===== src/rtl/hub75_scan_ctrl.sv =====
// hub75_scan_ctrl
// HUB75 scan sequencer. Kicks the fetch/shift stage for the next bit plane while
// the current plane is shown. It then latches the new plane and reloads the display timer.
// The timer sets the binary-coded-modulation on-time for that plane.

module hub75_scan_ctrl #(
  parameter int ROWS        = 32,
  parameter int BASE_CYCLES = 8,
  parameter int DEAD_CYCLES = 2,
  parameter int LAT_CYCLES  = 1,
  parameter int TW          = 16
) (
  input  logic       sys_clk,
  input  logic       rst,
  input  logic       enable,
  input  logic       busy,
  output logic       start,
  output logic [2:0] bit_cnt,
  output logic [5:0] row_cnt,
  output logic [4:0] addr,
  output logic       lat,
  output logic       oe_n,
  output logic       frame_done
);

  localparam logic [2:0] IDLE     = 3'd0;
  localparam logic [2:0] KICK     = 3'd1;
  localparam logic [2:0] SETTLE   = 3'd2;
  localparam logic [2:0] SHIFTING = 3'd3;
  localparam logic [2:0] SYNC     = 3'd4;
  localparam logic [2:0] DEAD     = 3'd5;
  localparam logic [2:0] LATCH    = 3'd6;
  localparam logic [2:0] DRAIN    = 3'd7;

  localparam logic [7:0] SETTLE_LAST = 8'd1;
  localparam logic [7:0] DEAD_LAST   = 8'(DEAD_CYCLES - 1);
  localparam logic [7:0] LAT_LAST    = 8'(LAT_CYCLES - 1);
  localparam logic [5:0] ROW_LAST    = 6'(ROWS - 1);

  logic [2:0]    state;
  logic [2:0]    next_state;
  logic [7:0]    step_cnt;
  logic [TW-1:0] timer;
  logic [TW-1:0] load_val;
  logic          timer_zero;
  logic          latch_exit;

  assign timer_zero = (timer == '0);
  assign latch_exit = (state == LATCH) && (step_cnt == LAT_LAST);
  assign load_val   = TW'(BASE_CYCLES) << bit_cnt;

  // Next-state decode of the scan sequence
  always_comb begin
    next_state = state;
    case (state)
      IDLE:     if (enable) next_state = KICK;
      KICK:     next_state = SETTLE;
      SETTLE:   if (step_cnt == SETTLE_LAST) next_state = SHIFTING;
      SHIFTING: if (!busy) next_state = SYNC;
      SYNC:     if (timer_zero) next_state = DEAD;
      DEAD:     if (step_cnt == DEAD_LAST) next_state = LATCH;
      LATCH:    if (step_cnt == LAT_LAST) next_state = enable ? KICK : DRAIN;
      DRAIN:    if (timer_zero) next_state = IDLE;
      default:  next_state = IDLE;
    endcase
  end

  // State register plus a per-state cycle counter that restarts on every transition
  always_ff @(posedge sys_clk or posedge rst) begin
    if (rst) begin
      state    <= IDLE;
      step_cnt <= '0;
    end else begin
      state    <= next_state;
      step_cnt <= (next_state != state) ? 8'd0 : step_cnt + 8'd1;
    end
  end

  // Registered strobes that line up exactly with the KICK and LATCH states
  always_ff @(posedge sys_clk or posedge rst) begin
    if (rst) begin
      start <= 1'b0;
      lat   <= 1'b0;
    end else begin
      start <= (next_state == KICK);
      lat   <= (next_state == LATCH);
    end
  end

  // Free-running display timer; the panel is lit for exactly as many cycles as were loaded
  always_ff @(posedge sys_clk or posedge rst) begin
    if (rst) begin
      timer <= '0;
      oe_n  <= 1'b1;
    end else begin
      oe_n <= timer_zero;
      if (latch_exit) begin
        timer <= load_val;
      end else if (!timer_zero) begin
        timer <= timer - 1'b1;
      end
    end
  end

  // Plane/row bookkeeping and the displayed address, all advanced when a latch completes
  always_ff @(posedge sys_clk or posedge rst) begin
    if (rst) begin
      bit_cnt    <= '0;
      row_cnt    <= '0;
      addr       <= '0;
      frame_done <= 1'b0;
    end else begin
      frame_done <= 1'b0;
      if (latch_exit) begin
        addr    <= row_cnt[4:0];
        bit_cnt <= bit_cnt + 3'd1;
        if (bit_cnt == 3'd7) begin
          if (row_cnt == ROW_LAST) begin
            row_cnt    <= '0;
            frame_done <= 1'b1;
          end else begin
            row_cnt <= row_cnt + 6'd1;
          end
        end
      end
    end
  end

endmodule


===== config.mk =====
export PLATFORM = sky130hd
export DESIGN_NAME = hub75_scan_ctrl
export DESIGN_NICKNAME = d
export VERILOG_FILES = /design/src/rtl/hub75_scan_ctrl.sv
export SDC_FILE = /design/constraint.sdc
export NUM_CORES = 1
export LEC_CHECK = 0
export ABC_AREA = 0
export CORE_UTILIZATION = 36
export DETAILED_ROUTE_END_ITERATION = 8
export SLEW_MARGIN = 20
export SYNTH_ARGS = -nofsm -noshare
export SYNTH_HDL_FRONTEND = slang
export SYNTH_SLANG_ARGS = --single-unit

===== constraint.sdc =====
create_clock -name sys_clk -period 3.3 [get_ports sys_clk]
set_input_delay 0.495 -clock sys_clk [delete_from_list [all_inputs] [get_ports sys_clk]]
set_output_delay 0.495 -clock sys_clk [all_outputs]
set_load 0.05 [all_outputs]

### Word level (Yosys, flattened, before mapping)

Cells that the tools add are included.

* bits in registers: 45
* input port bits: 4

* add/sub/neg operators: 4
* equality and inequality tests: 14
* shift-type cells: 1
* muxes and demuxes: 16
* reductions and logical operators: 5

Operators by type and width (count)
* two-way mux 16 bit: 2
* two-way mux 3 bit: 8
* case mux 3 bit (8 select lines): 1
* equality test 3 bit, second input constant: 6
* logical NOT 16 bit: 1
* left shift 4 x 3 -> 16 bit, first input constant: 1
* subtractor 16 x 1 -> 16 bit, second input constant: 1
* adder 8 x 1 -> 8 bit, second input constant: 1
* equality test 8 x 1 -> 1 bit, second input constant: 1
* logical NOT 8 bit: 1
* two-way mux 8 bit: 1
* adder 6 x 1 -> 6 bit, second input constant: 1
* equality test 3 x 1 -> 1 bit, second input constant: 2
* equality test 3 x 2 -> 1 bit, second input constant: 2
* equality test 6 x 5 -> 1 bit, second input constant: 1
* two-way mux 6 bit: 1
* adder 3 x 1 -> 3 bit, second input constant: 1
* logical NOT 3 bit: 1
* two-way mux 1 bit: 3
* inequality test 3 bit: 1
* inequality test 2 x 1 -> 1 bit, second input constant: 1
* AND reduction 2 bit: 1
* logical AND 1 bit: 1

### Depth between registers and ports, before layout

* word-level depth: 5
* gate-level depth with buffers: 9
* gate-level depth less buffers: 8

### Least setup slack after synthesis

OpenSTA, ideal clock, no wires.

* kind: flip-flop to flip-flop
* from: register timer[2]
* to: register lat
* setup time: 67 ps
* arrival: 2371 ps
* required time: 3233 ps
* setup slack: 862 ps
* stages on the path, launching flop included: 9
* buffers on the path: 2
* period minus slack after synthesis: 2438 ps
* cells stage by stage: dfrtp_1 or4_4 buf_6 or4_4 clkinv_2 buf_6 o2bb2ai_2 a2111oi_4 and3_1

* longest elaborated chain between the ends: 4

RTL lines
* start: declaration: RTL line 43 `logic [TW-1:0] timer;`
* start signal: assignment: RTL line 98 `timer <= load_val;`
* start signal: assignment: RTL line 100 `timer <= timer - 1'b1;`
* logical NOT 16 bit (*): RTL line 48 `assign timer_zero = (timer == '0);`
* named net timer_zero: RTL line 45 `logic timer_zero;`
* two-way mux 3 bit, on equally long branches: RTL line 63, 60
* case mux 3 bit (8 select lines) (*): RTL line 55 `case (state)`
* equality test 3 bit (*): RTL line 86 `lat <= (next_state == LATCH);`
* end signal: assignment: RTL line 86
* end: declaration: RTL line 21 `output logic lat,`

The timed path passes the listed nets; every way through them passes the cells marked *.
A chain may end at the register's enable or synchronous reset.

### Final worst setup path

* from: register timer[7]
* to: register step_cnt[4]

* longest elaborated chain between the ends: 5

RTL lines
* logical NOT 16 bit (*): RTL line 48
* two-way mux 3 bit, on equally long branches: RTL line 63, 60
* case mux 3 bit (8 select lines) (*): RTL line 55
* inequality test 3 bit (*): RTL line 75 `step_cnt <= (next_state != state) ? 8'd0 : step_cnt + 8'd1;`
* two-way mux 8 bit (*): RTL line 75
* end signal: assignment: RTL line 75
* end: declaration: RTL line 42 `logic [7:0] step_cnt;`

Mark *: on every way between the ends. The rest lies on a longest branch, timed or not.

==> PnR_summary.wiki <==
{| class="wikitable"
! Metric !! Value
|-
| Highest net fanout along the worst path || 12
|-
| Global router's overall resource usage || ~14%
|-
| Sink of the worst hold path || addr[2]
|-
| Filler Cell Count || between 600 and 700
|-
| Number of antenna violations at the first check in global routing || 0
|-
| Avg Cell Area, Syn || 9.63 um^2
|-
| Register-to-register path setup slack || ~0.57 ns
|-
| CTS HTree Levels || 2
|-
| Net count after synthesis || between 200 and 300
|-
| Warnings, synthesis || 0
|-
| Setup repair after global routing missed its margin || no
|-
| Worst-case headroom to the max-slew limit || 38.8%
|-
| Number of cells on the worst hold path || 2
|-
| Slew Viols, Final || 0
|-
| X dimension of the die || 83.5 um
|-
| Seq/Total Area, Yosys || between 40% and 50%
|-
| Initial cell density of the core || 37.4%
|-
| Total detailed-routing wirelength || about 4500 um
|-
| Flip-flop and latch count after synthesis || 45
|-
| Number of rows in the core area || 29
|-
| Peak per-stage delay on the critical path || ~0.66 ns
|-
| Post-place instance area || between 2000 and 3000 um^2
|-
| Post-route standard cell area excluding fillers || ~2800 um^2
|-
| Synth Area in Simple Gates || between 20% and 30%
|-
| Hold buffer count at CTS || 0
|-
| Maximum capacitance violations || 0
|-
| Minimum setup slack after placement || approximately 0.58 ns
|-
| Half-perimeter wire length after placement || around 3000 um
|-
| Hold Startpoint || addr[2]
|-
| Routed wire length per instance || about 13 um
|-
| Pin count of the biggest net entering global routing || 46
|-
| Drt first-iter violations || 99
|-
| Synthesized instance count || between 200 and 250
|-
| Pre-antenna DRT Iters || 4
|-
| Number of top-level pins || 22
|-
| Number of clock buffers inserted by TritonCTS || 5
|-
| Worst R2R Path Depth || 6
|-
| Total clock sinks || between 40 and 50
|-
| Maximum operating frequency || 366 MHz
|-
| Share of the synthesized area in compound gates (AO/OA/AOI/OAI) || a little under an eighth
|-
| Worst reg2reg path endpoint || step_cnt[4]
|-
| Number of enable-type register cells in the synthesized netlist || 0
|-
| Ratio of final minimum period to clock period || ~83%
|-
| Number of setup violations in the final report || 0
|-
| Mux contribution to synthesized area || 0.943%
|-
| Buffers from clock root to sink, at most || 2
|-
| Global placer's final weighted congestion || ~0.75
|-
| Count of port buffers added during placement || 21
|-
| Worst path required time || 3.46 ns
|-
| Arrival time at the worst endpoint || between 2 and 3 ns
|-
| Count of different cell masters after synthesis || between 40 and 50
|-
| Via count of the first global-routing pass || roughly 1700
|-
| Cell Area, Synth || approximately 2400 um^2
|-
| CP Launch Type || flop
|-
| Cell total after placement || 340
|-
| Final routed DRC violation total || 0
|-
| Post-synthesis share of cell area spent on xor and xnor gates || slightly above 8%
|-
| Min Clock Period, post-route || about 2.7 ns
|-
| Buffers inserted during post-CTS setup optimization || 0
|-
| Class of the tightest hold or removal check || reg -> reg
|-
| Ratio of cells with drive above 1 in the final layout || between 10 and 15%
|-
| Number of gates resized after CTS || 0
|-
| Type of element capturing the critical path || flop
|-
| Signed area change from the synthesized netlist to the final layout || 16.9%
|-
| Most instantiated flip-flop cell in the synthesis netlist || sky130_fd_sc_hd__dfrtp_1
|-
| Root Buffer Master || sky130_fd_sc_hd__clkbuf_8
|-
| Ant diodes || 0
|-
| Worst VDD drop || between 0.0004 and 0.0005 V
|-
| Height of the die || ~83 um
|-
| Transition time at the pin with the least slew margin || 0.916 ns
|-
| Post-Layout Cell Count || between 300 and 400
|-
| Source-to-sink clock delay at the later pin of the worst-skew pair || about 0.29 ns
|-
| Global-route congestion overflow total || 0
|-
| Proportion of register bits with asynchronous set or reset after synthesis || 100%
|-
| Sequence of cells on the critical path || or4_1 -> or4_4 -> clkinv_2 -> a221oi_1 -> o32ai_2 -> nor2_1
|-
| Post-synthesis adder-cell area fraction || approximately 5.8%
|-
| Leakage Power || between 1 and 1.5 nW
|-
| Kind of critical path || reg -> reg
|-
| Via density || about 5
|-
| Crit-path slowest cell || sky130_fd_sc_hd__or4_4
|-
| Core box area || between 6000 and 7000 um^2
|-
| Global-route wire length before repair || between 7000 and 8000 um
|-
| Worst r2r src || timer[7]
|-
| Die ar. || approximately 7000 um^2
|-
| Final hold violation count || 0
|-
| Largest clock skew in the final design || between 0.004 and 0.005 ns
|-
| Main combinational cell family by area after synthesis || simple AND/OR/NAND/NOR gates
|-
| Via count || approximately 1800
|-
| Setup TNS Final || 0 ns
|-
| Total number of nets in the final design || between 200 and 300
|-
| Post-route worst setup slack || approximately 0.57 ns
|-
| TritonCTS clock tree || yes
|-
| Register clock-pin slew on the reported worst setup and hold paths || around 0.08 ns
|-
| Residual antenna-violating net count after detailed routing || 0
|-
| Status || finished clean
|-
| Power per cell area || ~850 nW/um^2
|}
## metal layers
metal | routed length (um) | vias to the layer above | track usage, %
met5 | 0 | - | 0
met1 | 2310 | 827 | 19.7
li1 | - | 903 | -
met4 | 56 | 0 | 4.31
met2 | 1960 | 29 | 21.5
met3 | 145 | 4 | 2.67
## Yosys cell counts (2+ instances only)
library cell / number / area share, %
sky130_fd_sc_hd__nor2_1: 29 / 4.6
sky130_fd_sc_hd__or3_1: 2 / 0.52
sky130_fd_sc_hd__inv_1: 12 / 1.9
sky130_fd_sc_hd__nand3_1: 16 / 3.4
sky130_fd_sc_hd__nor3_1: 7 / 1.5
sky130_fd_sc_hd__xnor2_1: 10 / 3.7
sky130_fd_sc_hd__a41oi_1: 2 / 0.73
sky130_fd_sc_hd__clkbuf_1: 7 / 1.1
sky130_fd_sc_hd__or4_4: 2 / 0.94
sky130_fd_sc_hd__nor4_1: 8 / 2.1
sky130_fd_sc_hd__or3b_2: 2 / 0.73
sky130_fd_sc_hd__a31oi_1: 2 / 0.52
sky130_fd_sc_hd__a31o_2: 2 / 0.73
sky130_fd_sc_hd__or4_1: 3 / 0.94
sky130_fd_sc_hd__a21oi_1: 12 / 2.5
sky130_fd_sc_hd__or2_2: 2 / 0.52
sky130_fd_sc_hd__ha_1: 11 / 5.8
sky130_fd_sc_hd__and3_1: 5 / 1.3
sky130_fd_sc_hd__xor2_1: 12 / 4.4
sky130_fd_sc_hd__mux2_2: 2 / 0.94
sky130_fd_sc_hd__dfrtp_1: 44 / 46
sky130_fd_sc_hd__buf_6: 2 / 0.94
sky130_fd_sc_hd__nand2_1: 24 / 3.8
sky130_fd_sc_hd__o21ai_0: 10 / 2.1
## cells by family after synthesis
logic type                 Yosys count
and+or+nand+nor                    107
DFF                                 45
AOI/OAI and AO/OA                   38
buffers and inverters               23
xor gates and xnor gates            22
adders and majority gates           11
muxes                                2
## how the worst max path moves through the flow
stage	startpoint	endpoint	cells past startpoint
floorplan	timer[2]	lat	8
global placement	timer[7]	step_cnt[2]	6
detailed placement	timer[7]	step_cnt[7]	6
CTS	timer[7]	step_cnt[4]	6
global route	timer[0]	step_cnt[2]	8
finish	timer[7]	step_cnt[4]	6
## state kept, by name, summed over array words and instances, names as in the netlist
signal,flops
frame_done,1
start,1
timer,16
bit_cnt,3
addr,5
state,3
step_cnt,8
oe_n,1
row_cnt,6
lat,1
## final cells by class
type,count,area [um^2],area share (%)
well taps,77,96.3,3.45
repair buffers,25,240,8.60
flip-flops and latches,45,1130,40.4
clock inverters,2,37.5,1.34
inverters,13,50.0,1.79
multi-input cells,180,1160,41.5
clock buffers,6,82.6,2.96
## worst max-delay path, delay by kind of cell, from the launching register on
family | cells | cell delay (ns)
AO/OA/AOI/OAI | 2 | 0.61
buffers and inverters | 1 | 0.18
flip-flops | 1 | 0.42
AND/OR/NAND/NOR | 3 | 1.39
## cells in the final DEF, fill, tap and decap left out, types with 2 or more instances in the layout
master and instances:
sky130_fd_sc_hd__xor2_1 12, sky130_fd_sc_hd__ha_1 11, sky130_fd_sc_hd__xnor2_1 10, sky130_fd_sc_hd__nor2_1 29, sky130_fd_sc_hd__a21oi_1 12, sky130_fd_sc_hd__nand2_1 24
sky130_fd_sc_hd__inv_1 11, sky130_fd_sc_hd__or2_2 2, sky130_fd_sc_hd__o21ai_0 10, sky130_fd_sc_hd__nand3_1 16, sky130_fd_sc_hd__a31oi_1 2, sky130_fd_sc_hd__or3b_2 2
sky130_fd_sc_hd__nor3_1 7, sky130_fd_sc_hd__and3_1 5, sky130_fd_sc_hd__or4_1 3, sky130_fd_sc_hd__buf_4 4, sky130_fd_sc_hd__mux2_2 2, sky130_fd_sc_hd__clkbuf_8 6
sky130_fd_sc_hd__or3_1 2, sky130_fd_sc_hd__nor4_1 8, sky130_fd_sc_hd__clkdlybuf4s50_1 21, sky130_fd_sc_hd__a31o_2 2, sky130_fd_sc_hd__or4_4 2, sky130_fd_sc_hd__dfrtp_1 44
sky130_fd_sc_hd__a41oi_1 2
## metrics by stage
| stage | utilization [%] | power [mW] | hold slack, ns |
|---|---|---|---|
| 2_1_floorplan | - | 1.69 | 0.474 |
| 3_3_place_gp | 41.8 | 1.93 | 0.460 |
| 3_5_place_dp | 41.8 | 1.94 | 0.467 |
| 4_1_cts | 43.7 | 2.39 | 0.488 |
| 5_1_grt | 43.7 | 2.56 | 0.512 |
| 6_report | 43.7 | 2.36 | 0.482 |
## power breakdown
part,total [mW],leakage (nW),internal [mW],switching [mW]
registers,0.924,0.586,0.717,0.207
logic,1.01,0.599,0.422,0.588
clock network,0.428,0.0574,0.246,0.182
Power figures use the tool's default switching activity.
